`src/rtl/uart_tx.sv`:
```
// UART transmitter: serialises one start/data/parity/stop frame per request, paced by an
// oversampling tick from the baud generator and gated by a synchronised clear-to-send.
module uart_tx #(
  parameter int unsigned OVERSAMPLE = 16
) (
  input  logic        clk,
  input  logic        rst_n,
  input  logic        tx_tick,
  input  logic [1:0]  data_bit_num_i,
  input  logic        start_tx_i,
  input  logic        parity_en_i,
  input  logic        parity_type_i,
  input  logic        stop_bit_num_i,
  input  logic [31:0] tx_data_i,
  output logic        tx_busy_o,
  output logic        tx_done_o,
  output logic        tx,
  input  logic        cts_n
);

  localparam int unsigned TickW = (OVERSAMPLE > 1) ? $clog2(OVERSAMPLE) : 1;
  localparam logic [TickW-1:0] TickLast = TickW'(OVERSAMPLE - 1);

  typedef enum logic [2:0] {TxIdle, TxStart, TxData, TxParity, TxStop} state_e;

  state_e           state_q, state_d;
  logic [TickW-1:0] tick_cnt_q, tick_cnt_d;
  logic [2:0]       bit_cnt_q, bit_cnt_d;
  logic             stop_cnt_q, stop_cnt_d;
  logic             pending_q, pending_d;
  logic [7:0]       shift_q, shift_d;
  logic [1:0]       nbits_q, nbits_d;
  logic             par_en_q, par_en_d;
  logic             par_bit_q, par_bit_d;
  logic             stop2_q, stop2_d;
  logic             tx_q, tx_d;
  logic             done_q, done_d;
  logic             cts_meta_q, cts_sync_q;

  logic       accept;
  logic       bit_end;
  logic [2:0] bit_last;
  logic [7:0] data_mask;
  logic       req_parity;
  logic       unused_data_hi;

  assign unused_data_hi = ^tx_data_i[31:8];

  assign accept     = start_tx_i && (state_q == TxIdle) && !pending_q;
  assign bit_last   = {1'b0, nbits_q} + 3'd4;
  // Parity is taken from the request word, since the shift register loses bits as it runs.
  assign data_mask  = 8'hff >> (2'd3 - data_bit_num_i);
  assign req_parity = (^(tx_data_i[7:0] & data_mask)) ^ parity_type_i;

  always_comb begin
    state_d    = state_q;
    tick_cnt_d = tick_cnt_q;
    bit_cnt_d  = bit_cnt_q;
    stop_cnt_d = stop_cnt_q;
    pending_d  = pending_q;
    shift_d    = shift_q;
    nbits_d    = nbits_q;
    par_en_d   = par_en_q;
    par_bit_d  = par_bit_q;
    stop2_d    = stop2_q;
    done_d     = 1'b0;
    bit_end    = 1'b0;

    if (state_q != TxIdle && tx_tick) begin
      if (tick_cnt_q == TickLast) begin
        tick_cnt_d = '0;
        bit_end    = 1'b1;
      end else begin
        tick_cnt_d = tick_cnt_q + 1'b1;
      end
    end

    if (accept) begin
      pending_d = 1'b1;
      shift_d   = tx_data_i[7:0];
      nbits_d   = data_bit_num_i;
      par_en_d  = parity_en_i;
      par_bit_d = req_parity;
      stop2_d   = stop_bit_num_i;
    end

    unique case (state_q)
      TxIdle: begin
        if (pending_q && !cts_sync_q) begin
          state_d    = TxStart;
          pending_d  = 1'b0;
          tick_cnt_d = '0;
          bit_cnt_d  = '0;
          stop_cnt_d = 1'b0;
        end
      end
      TxStart: begin
        if (bit_end) state_d = TxData;
      end
      TxData: begin
        if (bit_end) begin
          shift_d = shift_q >> 1;
          if (bit_cnt_q == bit_last) begin
            bit_cnt_d = '0;
            state_d   = par_en_q ? TxParity : TxStop;
          end else begin
            bit_cnt_d = bit_cnt_q + 3'd1;
          end
        end
      end
      TxParity: begin
        if (bit_end) state_d = TxStop;
      end
      TxStop: begin
        if (bit_end) begin
          if (stop2_q && !stop_cnt_q) begin
            stop_cnt_d = 1'b1;
          end else begin
            stop_cnt_d = 1'b0;
            state_d    = TxIdle;
            done_d     = 1'b1;
          end
        end
      end
      default: state_d = TxIdle;
    endcase
  end

  // Line level follows the current state, so tx lags each transition by one clk.
  always_comb begin
    tx_d = 1'b1;
    unique case (state_q)
      TxStart:  tx_d = 1'b0;
      TxData:   tx_d = shift_q[0];
      TxParity: tx_d = par_bit_q;
      default:  tx_d = 1'b1;
    endcase
  end

  always_ff @(posedge clk or negedge rst_n) begin
    if (!rst_n) begin
      state_q    <= TxIdle;
      tick_cnt_q <= '0;
      bit_cnt_q  <= '0;
      stop_cnt_q <= 1'b0;
      pending_q  <= 1'b0;
      shift_q    <= '0;
      nbits_q    <= '0;
      par_en_q   <= 1'b0;
      par_bit_q  <= 1'b0;
      stop2_q    <= 1'b0;
      tx_q       <= 1'b1;
      done_q     <= 1'b0;
      cts_meta_q <= 1'b1;
      cts_sync_q <= 1'b1;
    end else begin
      state_q    <= state_d;
      tick_cnt_q <= tick_cnt_d;
      bit_cnt_q  <= bit_cnt_d;
      stop_cnt_q <= stop_cnt_d;
      pending_q  <= pending_d;
      shift_q    <= shift_d;
      nbits_q    <= nbits_d;
      par_en_q   <= par_en_d;
      par_bit_q  <= par_bit_d;
      stop2_q    <= stop2_d;
      tx_q       <= tx_d;
      done_q     <= done_d;
      cts_meta_q <= cts_n;
      cts_sync_q <= cts_meta_q;
    end
  end

  assign tx        = tx_q;
  assign tx_done_o = done_q;
  assign tx_busy_o = pending_q | (state_q != TxIdle);

endmodule

```
`config.mk`:
```
export PLATFORM = sky130hd
export DESIGN_NAME = uart_tx
export DESIGN_NICKNAME = d
export VERILOG_FILES = /design/src/rtl/uart_tx.sv
export SDC_FILE = /design/constraint.sdc
export NUM_CORES = 1
export LEC_CHECK = 0
export ABC_AREA = 1
export ABC_CLOCK_PERIOD_IN_PS = 3000
export BUFFER_PORTS_ARGS = -buffer_cell sky130_fd_sc_hd__clkbuf_2
export CAP_MARGIN = 10
export CORE_ASPECT_RATIO = 1.4
export CORE_UTILIZATION = 47
export DETAILED_ROUTE_END_ITERATION = 7
export PLACE_DENSITY = 0.73
export SLEW_MARGIN = 20
export SYNTH_ARGS = -nofsm -noshare
export SYNTH_HDL_FRONTEND = slang
export SYNTH_SLANG_ARGS = --single-unit
```
`constraint.sdc`:
```
create_clock -name clk -period 3 [get_ports clk]
set_clock_uncertainty 0.1 [all_clocks]
set_input_delay 0.6 -clock clk [delete_from_list [all_inputs] [get_ports clk]]
set_output_delay 0.6 -clock clk [all_outputs]
set_load 0.1 [all_outputs]
```
==> impl_metrics.toml <==
[timing]
hold_ws_ns = 0.244
drv_slew = 0
setup_slack_ns = 0.759
fmax_mhz = 446
period_share_pct = 74.7
hold_viol = 0
tightest_slew_ns = 0.679
setup_tns_ns = 0
rsz0062_at_grt = "no"
maxSlewHeadroom_pct = 54.7
finalSetupViolations = 0
fin_crit_ns = 2.24

[outcome]
outcome = "finished clean"

[synth]
async_flop_share_pct = 100
synth_top_flop_cell = "dfrtp_1"
yosysTopAreaCellShare_pct = 39.2
ys_seq_elements = 29
synth.most_common_cell = "nand2_1"
postSynthAreaPerCell_um2 = 7.25
synthAdderAreaFrac_pct = 1.51
synth_cell_types = 26
synth.area.mux_share_pct = 0
synth_xor_area_share_pct = 0.528
synthTopCellsByCount = "nand2_1, inv_1, dfrtp_1"
yosysWarnings = 0
synthSimpleGateAreaFrac_pct = 35.6
yosys.area.top_type = "dfrtp_1"
syn_area_um2 = 1660
synth_edf_count = 0
synth_area_leaders = "dfrtp_1, nand2_1, inv_1"
syn_nets = 273
yosysSeqAreaShare_pct = 43.9
synth-compound-area-share_pct = 9.19
synth_top_family_by_area = "simple AND/OR/NAND/NOR gates"
syn-instance-count = 229

[detailed_routing]
route.met2.wl_um = 1540
drc = 0
vias = 1413
wl_met1_um = 1360
drtAntennaViolNets = 0
wire_per_inst_um = 10.4
route.met3.wl_um = 92
drt-pass1-iter-count = 4
initialDrtViolationCount = 18
wirelength_um = 3070
viasPerCell = 4.77
dr.max_layer_used = "met4"

[clocking]
numCtsBuffers = 5
clock_latency_ns = 0.28
path_clk_slew_ns = 0.06
clock_sinks = 29
cts_hold_buffers = 0
cts_buffer_depth = 2
root_buffer = "clkbuf_8"
post_cts_buffers = 0
htree_levels = 2
cts_resized = 0
cts_tree = "yes"

[cells_and_area]
areaGrowthSynthToFinish_pct = 15.4
regArea_um2 = 729
drive_gt1_share_pct = 16.8
nets = 299
n_antenna_cell = 0
multi_input_area_um2 = 778
fill_cells = 345

[global_route]
grt_pass1_vias = 1330
grt.total_usage_pct = 19.9
grt_pass1_wl_um = 5470
grt_overflow = 0
antenna_found_initial = 0
grt_max_degree = 30

[floorplanning]
die_w_um = 52.2
coreArea_um2 = 3380
die-area_um2 = 3780
initial_core_util_pct = 49.1
die_h_um = 72.3
pin_count = 45
row_count = 25

[critical_path]
cp-end-kind = "output port"
arrival_ns = 1.54
cp-start-kind = "register"
required_ns = 2.30
critPathMaxFanout = 6
crit_type = "reg2out"

[worst_hold_path]
min_path_type = "in2async"

[placement]
routabilityCongestion = 0.772
hpwl_um = 2290
port_buffers = 20
dp_slack_ns = 1.06

[pwr]
max-vdd-ir-drop_v = 0.000536
power_w = 0.00183
leakagePower_nw = 1.08
power.density_nw_per_um2 = 955

[flow_run]
max-cap-violations = 0
==> per-layer routing <==
metal  vias to the layer above  global-route usage, %
met4                         0                   9.65
li1                        764                      -
met5                         -                      0
met3                         6                   5.03
met2                        24                   34.3
met1                       619                   22.3
==> cells by family (layout without fill, tap and decap cells) <==
logic type                 count (synthesis)  in the layout
DFF                                       29             29
buffers and inverters                     38             65
AOI/OAI and AO/OA                         29             29
and+or+nand+nor                          130            130
adders and majority gates                  2              2
xor gates and xnor gates                   1              1
==> cells in the final DEF (no fill, tap or decap) <==
cell	instances
inv_4	1
clkbuf_2	20
nand2_1	80
nor2_1	18
or2_0	3
nand4_1	1
nand3_1	15
bufinv_16	1
dfstp_2	3
nand3_4	2
o21a_1	1
inv_1	33
o21ai_1	3
clkbuf_1	1
nor2_8	1
a21oi_1	4
nor3b_1	1
nand3_2	1
o211ai_1	1
xor2_1	1
nor3_1	3
clkbuf_8	6
dfrtp_1	26
o21ai_0	19
nand2_4	1
nor2_2	4
o21bai_1	1
inv_2	3
ha_1	2
==> area by class of cell <==
type	count	share of cell area, %
clock buffer	7	4.51
clock inverter	1	1.57
inverter	37	7.38
multi-input combinational	162	40.6
sequential	29	38.1
tap	40	2.61
timing repair buffer	20	5.23
==> worst max-delay path, cell delays in order (launching register included) <==
cell	delay (ns)
dfrtp_1	0.43
nor2_2	0.19
nand2_4	0.10
inv_2	0.10
nand2_1	0.06
clkbuf_2	0.37
==> state kept, by name, summed over array words and instances (netlist names) <==
register / count
cts_sync_q: 1
nbits_q: 2
cts_meta_q: 1
tick_cnt_q: 4
par_en_q: 1
tx: 1
shift_q: 8
stop2_q: 1
pending_q: 1
par_bit_q: 1
state_q: 3
tx_done_o: 1
bit_cnt_q: 3
stop_cnt_q: 1
==> per-stage QoR <==
| stage | utilization, % | cells | cell area, um^2 |
|---|---|---|---|
| 3_3_place_gp | 53.3 | 288 | 1800 |
| 3_5_place_dp | 53.3 | 288 | 1800 |
| 4_1_cts | 56.7 | 296 | 1920 |
| 6_report | 56.7 | 296 | 1920 |
| 5_1_grt | 56.7 | 296 | 1920 |
| 2_1_floorplan | - | 229 | 1660 |
==> worst paths after layout <==
| kind | slack, ns | cells past startpoint | startpoint | end |
|---|---|---|---|---|
| setup / recovery | 0.76 | 5 | state_q[0] | tx_busy_o |
| hold / removal | 0.24 | 1 | rst_n | tick_cnt_q[0] |
| setup reg to reg | 1.28 | 9 | tick_cnt_q[0] | shift_q[3] |
| hold reg to reg | 0.26 | 0 | cts_meta_q | cts_sync_q |
| max in group asynchronous | 2.11 | 1 | rst_n | tick_cnt_q[3] |
| min in group clk | 0.26 | 0 | cts_meta_q | cts_sync_q |
==> where the power goes <==
| part | switching (W) | leakage, nW | internal (W) |
|---|---|---|---|
| Sequential | 0.000100 | 0.362 | 0.000553 |
| Combinational | 0.000525 | 0.656 | 0.000232 |
| Clock | 0.000150 | 0.0585 | 0.000270 |
| Total | 0.000775 | 1.08 | 0.00106 |
Power figures use the tool's default switching activity.
